<file path="config.mk">
export PLATFORM = sky130hd
export DESIGN_NAME = pipe_hazard_ctrl
export DESIGN_NICKNAME = d
export VERILOG_FILES = /design/src/rtl/pipe_hazard_ctrl.sv
export SDC_FILE = /design/constraint.sdc
export NUM_CORES = 1
export LEC_CHECK = 0
export CORE_ASPECT_RATIO = 0.9
export CORE_MARGIN = 5
export CORE_UTILIZATION = 46
export DETAILED_ROUTE_END_ITERATION = 8
export PLACE_DENSITY_LB_ADDON = 0.1
export SETUP_SLACK_MARGIN = 0.5
export SLEW_MARGIN = 15
export SYNTH_ARGS = -nofsm -noshare
export SYNTH_HDL_FRONTEND = slang
export SYNTH_SLANG_ARGS = --single-unit
</file>
<file path="constraint.sdc">
create_clock -name Clk -period 3.4 [get_ports Clk]
set_input_delay 0.85 -clock Clk [delete_from_list [all_inputs] [get_ports Clk]]
set_output_delay 0.85 -clock Clk [all_outputs]
set_load 0.02 [all_outputs]
</file>
<file path="src/rtl/pipe_hazard_ctrl.sv">
// pipe_hazard_ctrl
//   Central hazard controller for the 5-stage RISC-V pipeline. It drives the
//   hold/clear controls of the IF/ID, ID/EX and EX/MEM registers and selects
//   the EX-stage forwarding sources. A small FSM sequences multi-cycle
//   load-use bubbles and data-memory wait states. Two saturating counters
//   record stall cycles and taken-branch flushes for debug.
//
// Ports
//   Clk, Rst                   clock (rising edge), synchronous active-high reset
//   Rs1D, Rs2D                 source registers of the instruction in ID
//   Rs1E, Rs2E                 source registers of the instruction in EX
//   RdE, RdM, RdW              destination registers in EX / MEM / WB
//   RegWriteM, RegWriteW       register-write enables in MEM / WB
//   LoadE                      EX instruction is a load
//   PCSrcE                     branch/jump taken, resolved in EX
//   MemReqM, MemReadyM         data-memory request active / completing in MEM
//   StallF, StallD, StallE,
//   StallM                     hold PC, IF/ID, ID/EX, EX/MEM
//   FlushD, FlushE             clear IF/ID, clear ID/EX
//   ForwardAE, ForwardBE       00 regfile, 01 WB result, 10 MEM ALU result
//   StallCnt                   saturating count of cycles with StallD=1
//   FlushCnt                   saturating count of taken-branch flushes
//   State                      FSM state, for debug
//
// FSM states
//   state   | meaning
//   --------+---------------------------------------------------------------
//   RUN     | normal issue; single-cycle hazards resolved here
//   LDSTALL | extra load-use bubbles, cnt counts down to terminal value 1
//   MEMWAIT | data memory busy; whole front of the pipe frozen

module pipe_hazard_ctrl #(
  parameter int CNT_W          = 16,
  parameter int LOAD_STALL_CYC = 1
) (
  input  logic             Clk,
  input  logic             Rst,
  input  logic [4:0]       Rs1D,
  input  logic [4:0]       Rs2D,
  input  logic [4:0]       Rs1E,
  input  logic [4:0]       Rs2E,
  input  logic [4:0]       RdE,
  input  logic [4:0]       RdM,
  input  logic [4:0]       RdW,
  input  logic             RegWriteM,
  input  logic             RegWriteW,
  input  logic             LoadE,
  input  logic             PCSrcE,
  input  logic             MemReqM,
  input  logic             MemReadyM,
  output logic             StallF,
  output logic             StallD,
  output logic             FlushD,
  output logic             StallE,
  output logic             FlushE,
  output logic             StallM,
  output logic [1:0]       ForwardAE,
  output logic [1:0]       ForwardBE,
  output logic [CNT_W-1:0] StallCnt,
  output logic [CNT_W-1:0] FlushCnt,
  output logic [1:0]       State
);

  localparam logic [1:0] RUN     = 2'b00;
  localparam logic [1:0] LDSTALL = 2'b01;
  localparam logic [1:0] MEMWAIT = 2'b10;

  // A single-cycle load stall never leaves RUN, so the countdown is only
  // loaded when more than one bubble is needed.
  localparam bit         MULTI_LD = (LOAD_STALL_CYC > 1);
  localparam logic [2:0] CNT_LD   = 3'(LOAD_STALL_CYC - 1);

  logic [1:0]       state_q, state_nxt;
  logic [2:0]       cnt_q, cnt_nxt;
  logic [CNT_W-1:0] stall_cnt_q, flush_cnt_q;

  logic             lu;
  logic             mem_wait;
  logic             flush_br;

  assign lu       = LoadE && (RdE != 5'd0) && ((RdE == Rs1D) || (RdE == Rs2D));
  assign mem_wait = MemReqM && !MemReadyM;

  // ---------------------------------------------------------------------
  // State register
  // ---------------------------------------------------------------------
  always_ff @(posedge Clk) begin
    if (Rst) begin
      state_q <= RUN;
      cnt_q   <= 3'd0;
    end else begin
      state_q <= state_nxt;
      cnt_q   <= cnt_nxt;
    end
  end

  // ---------------------------------------------------------------------
  // Next-state logic
  // ---------------------------------------------------------------------
  always_comb begin
    state_nxt = state_q;
    cnt_nxt   = cnt_q;
    case (state_q)
      RUN: begin
        if (mem_wait) begin
          state_nxt = MEMWAIT;
        end else if (PCSrcE) begin
          state_nxt = RUN;
        end else if (lu && MULTI_LD) begin
          state_nxt = LDSTALL;
          cnt_nxt   = CNT_LD;
        end
      end
      LDSTALL: begin
        if (mem_wait) begin
          // memory wait wins; outstanding bubbles are abandoned
          state_nxt = MEMWAIT;
          cnt_nxt   = 3'd0;
        end else if (PCSrcE) begin
          state_nxt = RUN;
          cnt_nxt   = 3'd0;
        end else begin
          cnt_nxt = cnt_q - 3'd1;
          if (cnt_q <= 3'd1) begin
            state_nxt = RUN;
            cnt_nxt   = 3'd0;
          end
        end
      end
      MEMWAIT: begin
        // a taken branch is held in the frozen EX stage and handled after exit
        if (MemReadyM) begin
          state_nxt = RUN;
        end
      end
      default: begin
        state_nxt = RUN;
        cnt_nxt   = 3'd0;
      end
    endcase
  end

  // ---------------------------------------------------------------------
  // Output logic
  // ---------------------------------------------------------------------
  always_comb begin
    StallF   = 1'b0;
    StallD   = 1'b0;
    StallE   = 1'b0;
    StallM   = 1'b0;
    FlushD   = 1'b0;
    FlushE   = 1'b0;
    flush_br = 1'b0;
    if (Rst) begin
      // squash whatever is in flight while reset is held
      FlushD = 1'b1;
      FlushE = 1'b1;
    end else begin
      case (state_q)
        RUN, LDSTALL: begin
          if (mem_wait) begin
            StallF = 1'b1;
            StallD = 1'b1;
            StallE = 1'b1;
            StallM = 1'b1;
          end else if (PCSrcE) begin
            // the ID instruction is squashed, so a load-use on it is moot
            FlushD   = 1'b1;
            FlushE   = 1'b1;
            flush_br = 1'b1;
          end else if (lu || (state_q == LDSTALL)) begin
            StallF = 1'b1;
            StallD = 1'b1;
            FlushE = 1'b1;
          end
        end
        MEMWAIT: begin
          StallF = 1'b1;
          StallD = 1'b1;
          StallE = 1'b1;
          StallM = 1'b1;
        end
        default: begin
          FlushD = 1'b1;
          FlushE = 1'b1;
        end
      endcase
    end
  end

  // ---------------------------------------------------------------------
  // Forwarding: MEM result is newer than WB, so it wins on a double match
  // ---------------------------------------------------------------------
  always_comb begin
    ForwardAE = 2'b00;
    ForwardBE = 2'b00;
    if (!Rst) begin
      if (RegWriteM && (RdM != 5'd0) && (RdM == Rs1E)) begin
        ForwardAE = 2'b10;
      end else if (RegWriteW && (RdW != 5'd0) && (RdW == Rs1E)) begin
        ForwardAE = 2'b01;
      end
      if (RegWriteM && (RdM != 5'd0) && (RdM == Rs2E)) begin
        ForwardBE = 2'b10;
      end else if (RegWriteW && (RdW != 5'd0) && (RdW == Rs2E)) begin
        ForwardBE = 2'b01;
      end
    end
  end

  // ---------------------------------------------------------------------
  // Debug counters, saturating at all-ones
  // ---------------------------------------------------------------------
  always_ff @(posedge Clk) begin
    if (Rst) begin
      stall_cnt_q <= '0;
      flush_cnt_q <= '0;
    end else begin
      if (StallD && (stall_cnt_q != '1)) begin
        stall_cnt_q <= stall_cnt_q + CNT_W'(1);
      end
      if (flush_br && (flush_cnt_q != '1)) begin
        flush_cnt_q <= flush_cnt_q + CNT_W'(1);
      end
    end
  end

  assign StallCnt = stall_cnt_q;
  assign FlushCnt = flush_cnt_q;
  assign State    = state_q;

endmodule
</file>
# Word level (Yosys, flattened, before mapping)
# Index checks and enable logic that the tools add are counted.
[totals] elab_cells=77 input_bits=43 out_inout_bits=44 regBits=37
[classes] eq_ne=13 n_lt_le_gt_ge=1 n_reduce_logical=21 add_sub_neg=3 n_mux=35
[op_table] op="$add A16 B1 Y16 const B" count=2
[op_table] op="$ne A16 B16 Y1 const B" count=2
[op_table] op="$eq A5 B5 Y1" count=6
[op_table] op="$mux W2" count=10
[op_table] op="$mux W1" count=16
[op_table] op="$reduce_bool A5 Y1" count=3
[op_table] op="$logic_and A1 B1 Y1" count=11
[op_table] op="$mux W3" count=3
[op_table] op="$pmux W1 S2" count=4
[op_table] op="$pmux W2 S3" count=1
[op_table] op="$pmux W3 S2" count=1
[op_table] op="$ne A4 B4 Y1 const B" count=1
[op_table] op="$reduce_or A2 Y1" count=2
[op_table] op="$le A3 B1 Y1 const B" count=1
[op_table] op="$ne A3 B3 Y1 const B" count=1
[op_table] op="$reduce_and A3 Y1" count=1
[op_table] op="$sub A3 B1 Y3 const B" count=1
[op_table] op="$eq A2 B1 Y1 const B" count=1
[op_table] op="$eq A2 B2 Y1 const B" count=1
[op_table] op="$logic_not A2 Y1" count=1
[op_table] op="$logic_or A1 B1 Y1" count=2
[op_table] op="$ne A2 B2 Y1 const B" count=1
[op_table] op="$logic_not A1 Y1" count=1

# Logic depth before layout (Yosys ltp)
# Gate-level depths: netlist (run 1).
[logic_depth] word_depth=10 ltp_mapped=8 ltp_nobuf=7

# Least setup slack after synthesis (run 1)
# Ideal clock, no wire load.
[synth_timing] path_kind="input to output" from="in RdM[1]" to="out ForwardAE[0]" n_path_buf=0 cell_stages=4 setup_slack_ps=62 t_arrival_ps=2488 t_required_ps=2550 cell_sequence="or4_1 o21ai_0 nor3_1 nor4_1"
[synth_between] elab_chain_len=5 word_cells_on_any_way=6 cone_classes="eq/ne (1); mux (2); reduce/logical (3)"
[synth_lines] element="from (decl)" line_no="43" text="input logic [4:0] RdM,"
[synth_lines] element="$reduce_bool A5 Y1" line_no="198" text="if (RegWriteM && (RdM != 5'd0) && (RdM == Rs1E)) begin"
[synth_lines] element="$logic_and A1 B1 Y1" line_no="198"
[synth_lines] element="$logic_and A1 B1 Y1 *" line_no="198"
[synth_lines] element="$mux W2 *" line_no="198"
[synth_lines] element="$mux W2 *" line_no="197" text="if (!Rst) begin"
[synth_lines] element="to (decl)" line_no="57" text="output logic [1:0] ForwardAE,"
# Every way passes the cells marked *; elsewhere a longest branch is shown, timed or not.

# Worst setup path in the final report (run 1)
[layout_timing] from="in RdW[2]" to="out ForwardAE[0]"
[layout_between] elab_chain_len=6 word_cells_on_any_way=7 cone_classes="eq/ne (1); mux (3); reduce/logical (3)"
[layout_lines] element="from (decl)" line_no="44" text="input logic [4:0] RdW,"
[layout_lines] element="$reduce_bool A5 Y1" line_no="200" text="end else if (RegWriteW && (RdW != 5'd0) && (RdW == Rs1E)) begin"
[layout_lines] element="$logic_and A1 B1 Y1" line_no="200"
[layout_lines] element="$logic_and A1 B1 Y1 *" line_no="200"
[layout_lines] element="$mux W1 *" line_no="200"
[layout_lines] element="$mux W2 *" line_no="198"
[layout_lines] element="$mux W2 *" line_no="197"
# Marks and branches as above.

==> results of run 1 <==
-- power by group --
part           internal (W)  switching [W]
registers          0.000392     0.00000825
clock network      0.000141       0.000149
logic              0.000118       0.000116
total              0.000651       0.000273
-- logic make-up (layout without fill, tap and decap cells) --
family,after synthesis,after routing,share of synthesized area [%]
xor gates and xnor gates,44,44,19.0
DFF,33,33,32.6
other,1,1,0.185
adders and majority gates,2,2,1.23
and+or+nand+nor,104,104,27.2
AOI/OAI and AO/OA,37,37,12.7
buffers and inverters,16,128,3.94
muxes,6,6,3.21
-- Yosys cell counts (all sizes together) (3+ instances only) --
master	number	share of area, %
nor3	6	1.5
or3	5	1.5
a211oi	3	1.1
nand2	13	2.4
nor2b	5	1.5
buf	6	2.1
nand3	15	3.7
a21oi	8	2.0
xnor2	14	6.0
nor4	10	3.1
and4	4	1.7
inv	6	1.1
clkbuf	4	0.74
dfxtp	33	33
or4	8	3.0
and3	4	1.2
o21ai	7	1.7
mux2	4	2.2
o31ai	3	1.1
nand4	5	1.5
xor2	30	13
nor2	27	5.0
-- cell type report --
type,instances,area [um^2],share of cell area [%]
Multi-Input combinational cell,194,1490,43.6
Clock buffer,5,68.8,2.02
Sequential cell,33,661,19.4
Inverter,6,25.0,0.734
Timing Repair Buffer,114,1070,31.5
Tap cell,62,77.6,2.27
Clock inverter,3,17.5,0.514
-- what timing repair did --
item | in CTS | in global routing
hold buffers | 0 | 0
setup buffers | 3 | 4
resized for setup | 160 | 41
setup endpoints to repair | 13 | 10
pin swaps | 27 | 19
-- flip-flops by register name, summed over array words and instances, names as in the netlist --
signal and flops:
StallCnt 16, FlushCnt 16, State 1
-- worst max-delay path: stages --
cell and delay, ns:
buf_6 0.07, or4_1 0.09, o211ai_1 0.11, buf_4 0.15, or4_4 0.53, nor4_4 0.28
buf_4 0.18
-- per-stage QoR --
step / instance area, um^2 / TNS [ns] / util, %
floorplan: 2090 / 0 / -
global placement: 3120 / -2.85 / 71.4
detailed placement: 3120 / -2.92 / 71.4
CTS: 3310 / 0 / 75.6
global route: 3410 / 0 / 78.0
finish: 3410 / 0 / 78.0
-- metal layers --
layer,share of wire (%),wire length (um)
met5,0,0
met4,0.89,59
met3,6.5,432
met2,50,3320
met1,42,2800
-- worst max path at each step --
stage	endpoint	depth (start not counted)
finish	ForwardAE[0]	7
global route	ForwardAE[0]	7
CTS	ForwardAE[0]	7
detailed placement	ForwardAE[0]	6
global placement	FlushE	7
floorplan	ForwardAE[0]	5
==> results.json, run 1 <==
{
  "grt_pass1_wl_um": 9830,
  "rrSetupSlack_ns": 1.06,
  "drtIter0Drc": 114,
  "core.rowCount": 23,
  "yosysWarnings": 0,
  "yosysSeqAreaShare_pct": 32.6,
  "pre_cts_slack_ns": -0.527,
  "die-area_um2": 5840,
  "grt_antenna_before_repair": 0,
  "ant_nets": 0,
  "syn_inst": 243,
  "overflow": 0,
  "grt_max_degree": 37,
  "cp.required_ns": 2.55,
  "dp_cells": 402,
  "end_kind": "output pin",
  "avgSynthCellArea_um2": 8.35,
  "wirelength_um": 6620,
  "synth.distinct_cells": 43,
  "peakVddDrop_uv": 198,
  "synth_edf_count": 0,
  "gp_routability_congestion": 0.863,
  "fin_crit_ns": 3.11,
  "rsz0062_at_grt": "true",
  "power.density_nw_per_um2": 271,
  "slew_viol_final": 0,
  "outcome": "finished, final reports clean",
  "met1_usage_pct": 26.8,
  "startpoint": "RdW[2]",
  "drc": 0,
  "routedWlPerCell_um": 15.9,
  "min_period_over_period_pct": 91.6,
  "r2r-start": "StallCnt[0]$_SDFFE_PP0P_",
  "insertion_delay_ns": 0.29,
  "cts_root_buffer": "clkbuf_8",
  "r2r_end": "StallCnt[13]$_SDFFE_PP0P_",
  "async_reset_ff_share_pct": 0,
  "finalHoldViolCount": 0,
  "worstPathArrival_ns": 2.26,
  "final_nets": 399,
  "skew_ns": 0.0109,
  "whs_endpoint": "StallCnt[12]$_SDFFE_PP0P_",
  "vias": 2225,
  "numCtsBuffers": 5,
  "die_y_um": 73.0,
  "hold_ws_ns": 0.517,
  "n_antenna_cell": 0,
  "drt-pass1-iter-count": 5,
  "final_cells": 417,
  "core_area_um2": 4370,
  "io_buffer_count": 85,
  "grt_pass1_vias": 2122,
  "hp-start": "StallCnt[12]$_SDFFE_PP0P_",
  "maxClockFrequency_ghz": 0.321,
  "htreeDepth": 2,
  "ys_seq_elements": 33,
  "leakagePower_nw": 1.32,
  "gr-usage-met3_pct": 7.28,
  "tightest_slew_ns": 0.600,
  "clock-sinks": 33,
  "layout_common_cells": "clkdlybuf4s50_1, dfxtp_1, xor2_1",
  "io_pins": 87,
  "hold_path_class": "register to register",
  "synth_nets": 288,
  "synth_flop_cell": "dfxtp_1",
  "fp.dieW_um": 80.0,
  "synth_area_um2": 2030,
  "clk_pin_slew_ns": 0.07,
  "hold_depth": 2,
  "path_class": "input pin to output pin",
  "r2r_cells": 7,
  "syn2layout_area_growth_pct": 68.1,
  "cts_tree": "built",
  "setup_slack_ns": 0.286,
  "cp_max_fo": 2,
  "track_usage_pct": 21.5,
  "cap_violations": 0,
  "drive_gt1_share_pct": 27.0,
  "start_util_pct": 46.4,
  "viasPerCell": 5.34,
  "total_power_w": 0.000925,
  "finalSetupViolCount": 0,
  "final_common_cell": "clkdlybuf4s50_1",
  "dp_hpwl_um": 4520,
  "clk_path_buf_depth": 2,
  "grt_util_met2_pct": 35.7,
  "start_kind": "input pin",
  "fill_cells": 306,
  "grt_most_used_layer": "met2",
  "relSlewSlack_pct": 59.7
}
(Power assumes the default switching activity.)
==> run 2: changes to the inputs <==
--- a/config.mk
+++ b/config.mk
@@ -7,7 +7,7 @@
 export LEC_CHECK = 0
 export CORE_ASPECT_RATIO = 0.9
 export CORE_MARGIN = 5
-export CORE_UTILIZATION = 46
+export CORE_UTILIZATION = 45
 export DETAILED_ROUTE_END_ITERATION = 8
 export PLACE_DENSITY_LB_ADDON = 0.1
 export SETUP_SLACK_MARGIN = 0.5
==> run 2 against run 1 <==
Sequential power hardly changed. First-iteration DRC count is 27% lower. Register-to-register slack better by 0.03 ns. Clock power is 7.6% lower. Flip-flop and latch count stayed put.
==> results.json, run 2 (synthesis gave the netlist of run 1 again) <==
{
  "leakagePower_nw": 1.28,
  "final_core_util_pct": 74.9,
  "final_common_cell": "clkdlybuf4s50_1",
  "cts_tree": "built",
  "overflow": 0,
  "outcome": "finished, final reports clean",
  "final_area_um2": 3300,
  "skew_ns": 0.0102,
  "numCtsBuffers": 5,
  "slew_viol_final": 0,
  "start_util_pct": 46.1,
  "grt_pass1_wl_um": 10200,
  "path_class": "input pin to output pin",
  "tightest_slew_ns": 0.537,
  "slowest_stage": "or4_4",
  "wirelength_um": 6390,
  "die_y_um": 73.7,
  "cp_max_fo": 3,
  "relSlewSlack_pct": 63.8,
  "viasPerCell": 5.35,
  "maxClockFrequency_ghz": 0.325,
  "cpPeakStageDelay_ns": 0.55,
  "critPathBufInv": 2,
  "fill_cells": 333,
  "critPathTopFamily": "simple AND/OR/NAND/NOR gates",
  "dp_hpwl_um": 4670,
  "crit_chain": "buf_6 > or4_4 > o21ai_4 > nor3_4 > nor4_4 > buf_4",
  "clock-sinks": 33,
  "drive_gt1_share_pct": 27.9,
  "htreeDepth": 2,
  "ant_nets": 0,
  "finalHoldViolCount": 0,
  "core.rowCount": 23,
  "cap_violations": 0,
  "core_area_um2": 4400,
  "hold_path_class": "register to register",
  "clk_path_buf_depth": 2,
  "start_kind": "input pin",
  "min_period_over_period_pct": 90.6,
  "placed_cell_area_um2": 3120,
  "grt_antenna_before_repair": 1,
  "routedWlPerCell_um": 15.3,
  "fp.dieW_um": 80.8,
  "power.density_nw_per_um2": 269,
  "die-area_um2": 5960,
  "drtIter0Drc": 83,
  "layout_common_cells": "clkdlybuf4s50_1, dfxtp_1, buf_4",
  "grt_pass1_vias": 2292,
  "drc": 0,
  "fin_crit_ns": 3.08,
  "rsz0062_at_grt": "true",
  "gp_routability_congestion": 0.886,
  "insertion_delay_ns": 0.28,
  "clk_pin_slew_ns": 0.06,
  "worstPathArrival_ns": 2.23,
  "finalSetupViolCount": 0,
  "drt-pass1-iter-count": 4,
  "cts_root_buffer": "clkbuf_8",
  "cp.required_ns": 2.55,
  "vias": 2236,
  "syn2layout_area_growth_pct": 62.4,
  "track_usage_pct": 21.9,
  "io_pins": 87,
  "io_buffer_count": 85,
  "end_kind": "output pin",
  "grt_max_degree": 37,
  "peakVddDrop_uv": 156,
  "final_nets": 401,
  "setup-tns-final_ns": 0
}
-- run 2: final timing paths --
kind / start / endpoint / slack (ns) / cells after the start
hold reg to reg: StallCnt[12]$_SDFFE_PP0P_ / StallCnt[12]$_SDFFE_PP0P_ / 0.52 / 2
hold / removal: StallCnt[12]$_SDFFE_PP0P_ / StallCnt[12]$_SDFFE_PP0P_ / 0.52 / 2
setup / recovery: RdM[1] / ForwardAE[0] / 0.32 / 6
setup reg to reg: StallCnt[3]$_SDFFE_PP0P_ / StallCnt[13]$_SDFFE_PP0P_ / 1.09 / 6
-- run 2: final cells by class --
type	count	area (um^2)	area share, %
tap	62	77.6	2.35
sequential	33	661	20.0
inverter	6	25.0	0.759
multi-input combinational	194	1450	43.9
timing repair buffer	116	1010	30.6
clock buffer	5	68.8	2.09
antenna	1	2.50	0.0759
clock inverter	1	5.00	0.152
-- run 2: tightest hold or removal path, stage by stage, from the launching register on --
cell and delay [ns]:
dfxtp_1 0.34, o31ai_1 0.08, a21oi_1 0.06
-- run 2: power breakdown --
part	internal, W	switching [W]
Clock	0.000134	0.000134
Combinational	0.000113	0.000107
Sequential	0.000392	0.00000794
Total	0.000639	0.000249
-- run 2: metrics by stage --
| stage | total power [W] | hold slack [ns] | std cells | setup slack [ns] |
|---|---|---|---|---|
| after floorplan | 0.000501 | 0.573 | 243 | 0.406 |
| after global placement | 0.000609 | 0.505 | 401 | -0.509 |
| after detailed placement | 0.000613 | 0.501 | 401 | -0.573 |
| after CTS | 0.000879 | 0.516 | 414 | 0.298 |
| after global routing | 0.000923 | 0.565 | 418 | 0.255 |
| final | 0.000888 | 0.520 | 418 | 0.318 |
-- run 2: routing by layer --
| metal | GRT usage, % | share of wire [%] | vias up |
|---|---|---|---|
| met5 | 0 | 0 | - |
| met4 | 8.07 | 2.1 | 0 |
| met3 | 6.37 | 6.3 | 14 |
| met2 | 41.0 | 52 | 73 |
| met1 | 23.2 | 40 | 1048 |
| li1 | - | - | 1101 |
-- run 2: timing repair --
item,in CTS,in global routing
setup endpoints to repair,17,17
hold buffers,0,0
buffers inserted,7,3
pin swaps,24,23
gates resized for setup,148,35
